**config.mk**
```make
export PLATFORM = sky130hd
export DESIGN_NAME = alu_arbiter_ctrl
export DESIGN_NICKNAME = d
export VERILOG_FILES = /design/src/rtl/alu_pkg.sv /design/src/rtl/alu_core.sv /design/src/rtl/alu_arbiter_ctrl.sv
export SDC_FILE = /design/constraint.sdc
export NUM_CORES = 1
export LEC_CHECK = 0
export CAP_MARGIN = 0
export CORE_UTILIZATION = 51
export DETAILED_ROUTE_END_ITERATION = 6
export GPL_ROUTABILITY_DRIVEN = 0
export MAX_ROUTING_LAYER = met4
export PLACE_DENSITY = 0.82
export SYNTH_ARGS = -nofsm -noshare
export SYNTH_HDL_FRONTEND = slang
export SYNTH_SLANG_ARGS = --single-unit
```
**constraint.sdc**
```tcl
create_clock -name clk -period 4.55 [get_ports clk]
set_clock_uncertainty 0.15 [all_clocks]
set_input_delay 0.91 -clock clk [delete_from_list [all_inputs] [get_ports clk]]
set_output_delay 0.91 -clock clk [all_outputs]
set_load 0.05 [all_outputs]
```
**src/rtl/alu_pkg.sv**
```systemverilog
// Shared constants for the arbitrated ALU: operand/result widths,
// op-select encodings and controller state encodings.
package alu_pkg;

    localparam int unsigned OPND_W = 2;
    localparam int unsigned RES_W  = 4;
    localparam int unsigned SEL_W  = 3;

    localparam logic [SEL_W-1:0] OP_ADD  = 3'b000;
    localparam logic [SEL_W-1:0] OP_SUB  = 3'b001;
    localparam logic [SEL_W-1:0] OP_AND  = 3'b010;
    localparam logic [SEL_W-1:0] OP_OR   = 3'b011;
    localparam logic [SEL_W-1:0] OP_XOR  = 3'b100;
    localparam logic [SEL_W-1:0] OP_NOTA = 3'b101;
    localparam logic [SEL_W-1:0] OP_MUL  = 3'b110;
    localparam logic [SEL_W-1:0] OP_GT   = 3'b111;

    typedef enum logic [1:0] {
        IDLE = 2'b00,
        EXEC = 2'b01,
        DONE = 2'b10
    } state_e;

endpackage

```
**src/rtl/alu_core.sv**
```systemverilog
// Combinational 2-bit-operand ALU producing a 4-bit result that wraps modulo 16.
module alu_core
    import alu_pkg::*;
(
    input  logic [OPND_W-1:0] a,
    input  logic [OPND_W-1:0] b,
    input  logic              cin,
    input  logic [SEL_W-1:0]  s,
    output logic [RES_W-1:0]  y
);

    logic [RES_W-1:0]  a4;
    logic [RES_W-1:0]  b4;
    logic [OPND_W-1:0] a_inv;

    // Inversion kept at operand width so the upper result bits stay zero.
    assign a_inv = ~a;
    assign a4    = {2'b00, a};
    assign b4    = {2'b00, b};

    always_comb begin
        y = '0;
        case (s)
            OP_ADD:  y = a4 + b4 + {3'b000, cin};
            OP_SUB:  y = a4 - b4;
            OP_AND:  y = a4 & b4;
            OP_OR:   y = a4 | b4;
            OP_XOR:  y = a4 ^ b4;
            OP_NOTA: y = {2'b00, a_inv};
            OP_MUL:  y = a4 * b4;
            OP_GT:   y = {3'b000, (a > b)};
            default: y = '0;
        endcase
    end

endmodule

```
**src/rtl/alu_arbiter_ctrl.sv**
```systemverilog
// Two-requester front end for a shared ALU: arbitrates, captures the winning
// operation, executes it and holds the result until the consumer takes it.
module alu_arbiter_ctrl
    import alu_pkg::*;
#(
    parameter bit FIXED_PRIO = 1'b0
) (
    input  logic              clk,
    input  logic              rst,
    input  logic              p0_valid,
    input  logic [OPND_W-1:0] p0_a,
    input  logic [OPND_W-1:0] p0_b,
    input  logic              p0_cin,
    input  logic [SEL_W-1:0]  p0_s,
    output logic              p0_ready,
    input  logic              p1_valid,
    input  logic [OPND_W-1:0] p1_a,
    input  logic [OPND_W-1:0] p1_b,
    input  logic              p1_cin,
    input  logic [SEL_W-1:0]  p1_s,
    output logic              p1_ready,
    output logic              res_valid,
    input  logic              res_ready,
    output logic [RES_W-1:0]  res_y,
    output logic              res_id,
    output logic              busy
);

    state_e            state;
    state_e            next_state;
    logic              accept;
    logic              grant;
    logic              load_res;
    logic              clr_res;
    logic              last_grant;
    logic [OPND_W-1:0] op_a;
    logic [OPND_W-1:0] op_b;
    logic              op_cin;
    logic [SEL_W-1:0]  op_s;
    logic              op_id;
    logic [RES_W-1:0]  alu_y;

    alu_core u_alu (
        .a   (op_a),
        .b   (op_b),
        .cin (op_cin),
        .s   (op_s),
        .y   (alu_y)
    );

    always_ff @(posedge clk or posedge rst) begin
        if (rst) state <= IDLE;
        else     state <= next_state;
    end

    // Arbitration and sequencing; the ready handshake is combinational in IDLE.
    always_comb begin
        next_state = state;
        accept     = 1'b0;
        grant      = 1'b0;
        load_res   = 1'b0;
        clr_res    = 1'b0;
        p0_ready   = 1'b0;
        p1_ready   = 1'b0;
        unique case (state)
            IDLE: begin
                if (!rst && (p0_valid || p1_valid)) begin
                    accept = 1'b1;
                    if (p0_valid && p1_valid) grant = FIXED_PRIO ? 1'b0 : ~last_grant;
                    else                      grant = p1_valid;
                    p0_ready   = ~grant;
                    p1_ready   = grant;
                    next_state = EXEC;
                end
            end
            EXEC: begin
                load_res   = 1'b1;
                next_state = DONE;
            end
            DONE: begin
                if (res_ready) begin
                    clr_res    = 1'b1;
                    next_state = IDLE;
                end
            end
            default: next_state = IDLE;
        endcase
    end

    // Operation capture, grant history and result registers.
    always_ff @(posedge clk or posedge rst) begin
        if (rst) begin
            last_grant <= 1'b1;
            op_a       <= '0;
            op_b       <= '0;
            op_cin     <= 1'b0;
            op_s       <= '0;
            op_id      <= 1'b0;
            res_valid  <= 1'b0;
            res_y      <= '0;
            res_id     <= 1'b0;
        end else begin
            if (accept) begin
                last_grant <= grant;
                op_id      <= grant;
                op_a       <= grant ? p1_a   : p0_a;
                op_b       <= grant ? p1_b   : p0_b;
                op_cin     <= grant ? p1_cin : p0_cin;
                op_s       <= grant ? p1_s   : p0_s;
            end
            if (load_res) begin
                res_y     <= alu_y;
                res_id    <= op_id;
                res_valid <= 1'b1;
            end else if (clr_res) begin
                res_valid <= 1'b0;
            end
        end
    end

    assign busy = (state != IDLE);

endmodule

```
==> metrics.txt <==
status=finished clean; # nets final=179; Yosys reg bits=18; total DRC errors in the routed layout=0; Post-synth EDFFs=0; Cells after Synth=120; maximum clock path buffer count=2; Worst Hold Class=reg2reg; Final min period=3960 ps; first-pass GRT wire length=4.35 mm; RSZ-0062 raised after global routing=false; TritonCTS buffer count=3; Post-DRT Antenna Nets=0; worst setup path start=rst; crit path to=p1_ready; Die X=49.0 um; fin. max-slew vios=0; worst r2r dst=res_y[1]$_DFFE_PP0P_; Tot GR Track Use=24.8%; share of cells above drive strength 1=6.16%; Leak=0.695 nW; height of the die=49.0 um; DR vias=992; placed insts=169; die area=2400 sq um; Worst Tran Pin Value=1160 ps; core area=2020 sq um; pre-CTS setup slack=615 ps; synth unique cells=30; Root Driver=clkbuf_4; post-cts resize count=0; 1st-iter DRT viols=47; Final Non-Filler Cells=173; CP Max Fanout=11; Mapped Nets=152; max-cap viol count=0; PwrDens=673 nW/um^2; Avg Inst Size Synth=9.39 sq um; drt total wl=2.52 mm; CP endpoint kind=output pin; vias in the first global route=1005; # clock sinks=18; Post-Layout Inst Area=1450 sq um; worst r2r src=op_a[0]$_DFFE_PP0P_; minimum hold slack=336 ps; CTS tree=done; Syn. warnings=0; Critical Path Source Type=input pin; H-tree Lvls=1; largest net degree at the start of global routing=19; # diodes=0; worst-skew pair later-pin latency=300 ps; worst r2r path cells=8; Post-DP Area=1420 sq um; peak supply drop=511 uV; initial antenna violation count=0; Crit path required time=3490 ps; r2r setup slk=2380 ps; DPL Wire Length=1.94 mm; max_slew headroom=21.7%; I/O Pins=30; crit path DAT=2900 ps; Worst Slack Setup Final=585 ps; Setup TNS=0 ps; Port Buffer Count=29; First-pass DRT Iterations=6; Max Freq=252 MHz; Worst-path clk slew=100 ps; Initial Utilization=55.8%; final setup fails=0; Post-synth top flop=dfrtp_1; DR vias/cell=5.73; sequential share of the synthesized area=40.1%; row cnt=16; DR WL/cell=14.6 um; Synth async-reset ratio=100%; Setup Buffers After CTS=0; Syn-to-layout area delta=29.0%; final worst-path cycle share=87.1%; CP Class=in2out; Synth Cell Area=1130 sq um; Overflow after GRT=0; # hold bufs at CTS=0; Final Hold Viols=0
==> state kept, by name, summed over array words and instances (netlist names), 2 cells and up <==
register / flops
op_s: 3
res_y: 4
op_a: 2
op_b: 2
state: 2
==> cell families (layout without fill, tap and decap cells) <==
logic type / Yosys count / in the layout / synth area share [%]
muxes: 1 / 1 / 2.00
adders and majority gates: 11 / 11 / 13.5
buffers and inverters: 23 / 49 / 8.32
and+or+nand+nor: 42 / 42 / 18.6
DFF: 18 / 18 / 40.1
AOI/OAI and AO/OA: 24 / 24 / 16.6
xor gates and xnor gates: 1 / 1 / 0.777
==> critical path, stage by stage <==
cell,delay [ps]
clkdlybuf4s50_1,410
nor3_1,240
and3_1,460
clkdlybuf4s50_1,880
==> layout make-up <==
| cell class | instances | area [sq um] |
|---|---|---|
| multi-input combinational | 79 | 582 |
| fill | 151 | 568 |
| sequential | 18 | 452 |
| timing repair buffer | 29 | 290 |
| inverter | 16 | 60.1 |
| clock buffer | 4 | 36.3 |
| tap | 27 | 33.8 |
==> cell usage after synthesis, types with 3 or more instances <==
| cell | instances | area [sq um] |
|---|---|---|
| o21ai_0 | 4 | 20.0 |
| a21oi_1 | 4 | 20.0 |
| nor2_1 | 7 | 26.3 |
| nor3_1 | 6 | 30.0 |
| buf_2 | 3 | 15.0 |
| inv_1 | 16 | 60.1 |
| dfrtp_1 | 17 | 425 |
| nand2_1 | 10 | 37.5 |
| nand3_1 | 3 | 15.0 |
| and3_1 | 3 | 18.8 |
| clkbuf_1 | 3 | 11.3 |
| a222oi_1 | 8 | 80.1 |
| ha_1 | 9 | 113 |
| nand2b_1 | 6 | 37.5 |
==> stage by stage <==
step	util [%]	total power, mW
6_report	71.9	0.979
5_1_grt	71.9	1.06
4_1_cts	71.9	0.980
3_5_place_dp	70.1	0.878
3_3_place_gp	70.1	0.843
2_1_floorplan	-	0.717
==> routing by layer <==
metal  vias up  track usage (%)  share of wire [%]
li1        475                -                  -
met1       470             28.9                 41
met2        42             42.1                 52
met3         5             4.98                5.7
met4         0             9.31                1.7
met5         -                -                  0
==> worst min path at each step <==
| stage | from | to | cells past startpoint |
|---|---|---|---|
| 2_1_floorplan | op_id$_DFFE_PP0P_ | res_id$_DFFE_PP0P_ | 2 |
| 3_3_place_gp | res_id$_DFFE_PP0P_ | res_id$_DFFE_PP0P_ | 2 |
| 3_5_place_dp | res_id$_DFFE_PP0P_ | res_id$_DFFE_PP0P_ | 2 |
| 4_1_cts | res_id$_DFFE_PP0P_ | res_id$_DFFE_PP0P_ | 2 |
| 5_1_grt | op_id$_DFFE_PP0P_ | op_id$_DFFE_PP0P_ | 1 |
| 6_report | res_y[2]$_DFFE_PP0P_ | res_y[2]$_DFFE_PP0P_ | 2 |
==> report_power, final <==
part,leakage (nW),switching [mW],internal (mW)
clock network,0.0210,0.0512,0.0489
registers,0.220,0.0981,0.233
logic,0.454,0.311,0.237
==> placed cells by master (no fill, tap or decap) <==
| cell | count |
|---|---|
| a2111oi_2 | 1 |
| mux4_2 | 1 |
| nand2b_1 | 6 |
| inv_1 | 16 |
| dfrtp_1 | 17 |
| nand2_1 | 10 |
| o21ai_0 | 4 |
| xor2_1 | 1 |
| nor3_1 | 6 |
| a211oi_1 | 1 |
| dfstp_2 | 1 |
| nand3_1 | 3 |
| or3_1 | 1 |
| ha_1 | 9 |
| a21o_1 | 2 |
| nor4_1 | 1 |
| a311oi_1 | 1 |
| fa_1 | 2 |
| clkbuf_8 | 1 |
| nor2b_1 | 2 |
| and3_1 | 3 |
| a21oi_1 | 4 |
| or2_2 | 2 |
| o22a_1 | 1 |
| nor3b_1 | 1 |
| o22ai_1 | 2 |
| clkdlybuf4s50_1 | 29 |
| clkbuf_4 | 3 |
| nor2_1 | 7 |
| a222oi_1 | 8 |
No activity file was read; power rests on OpenSTA's default activity.
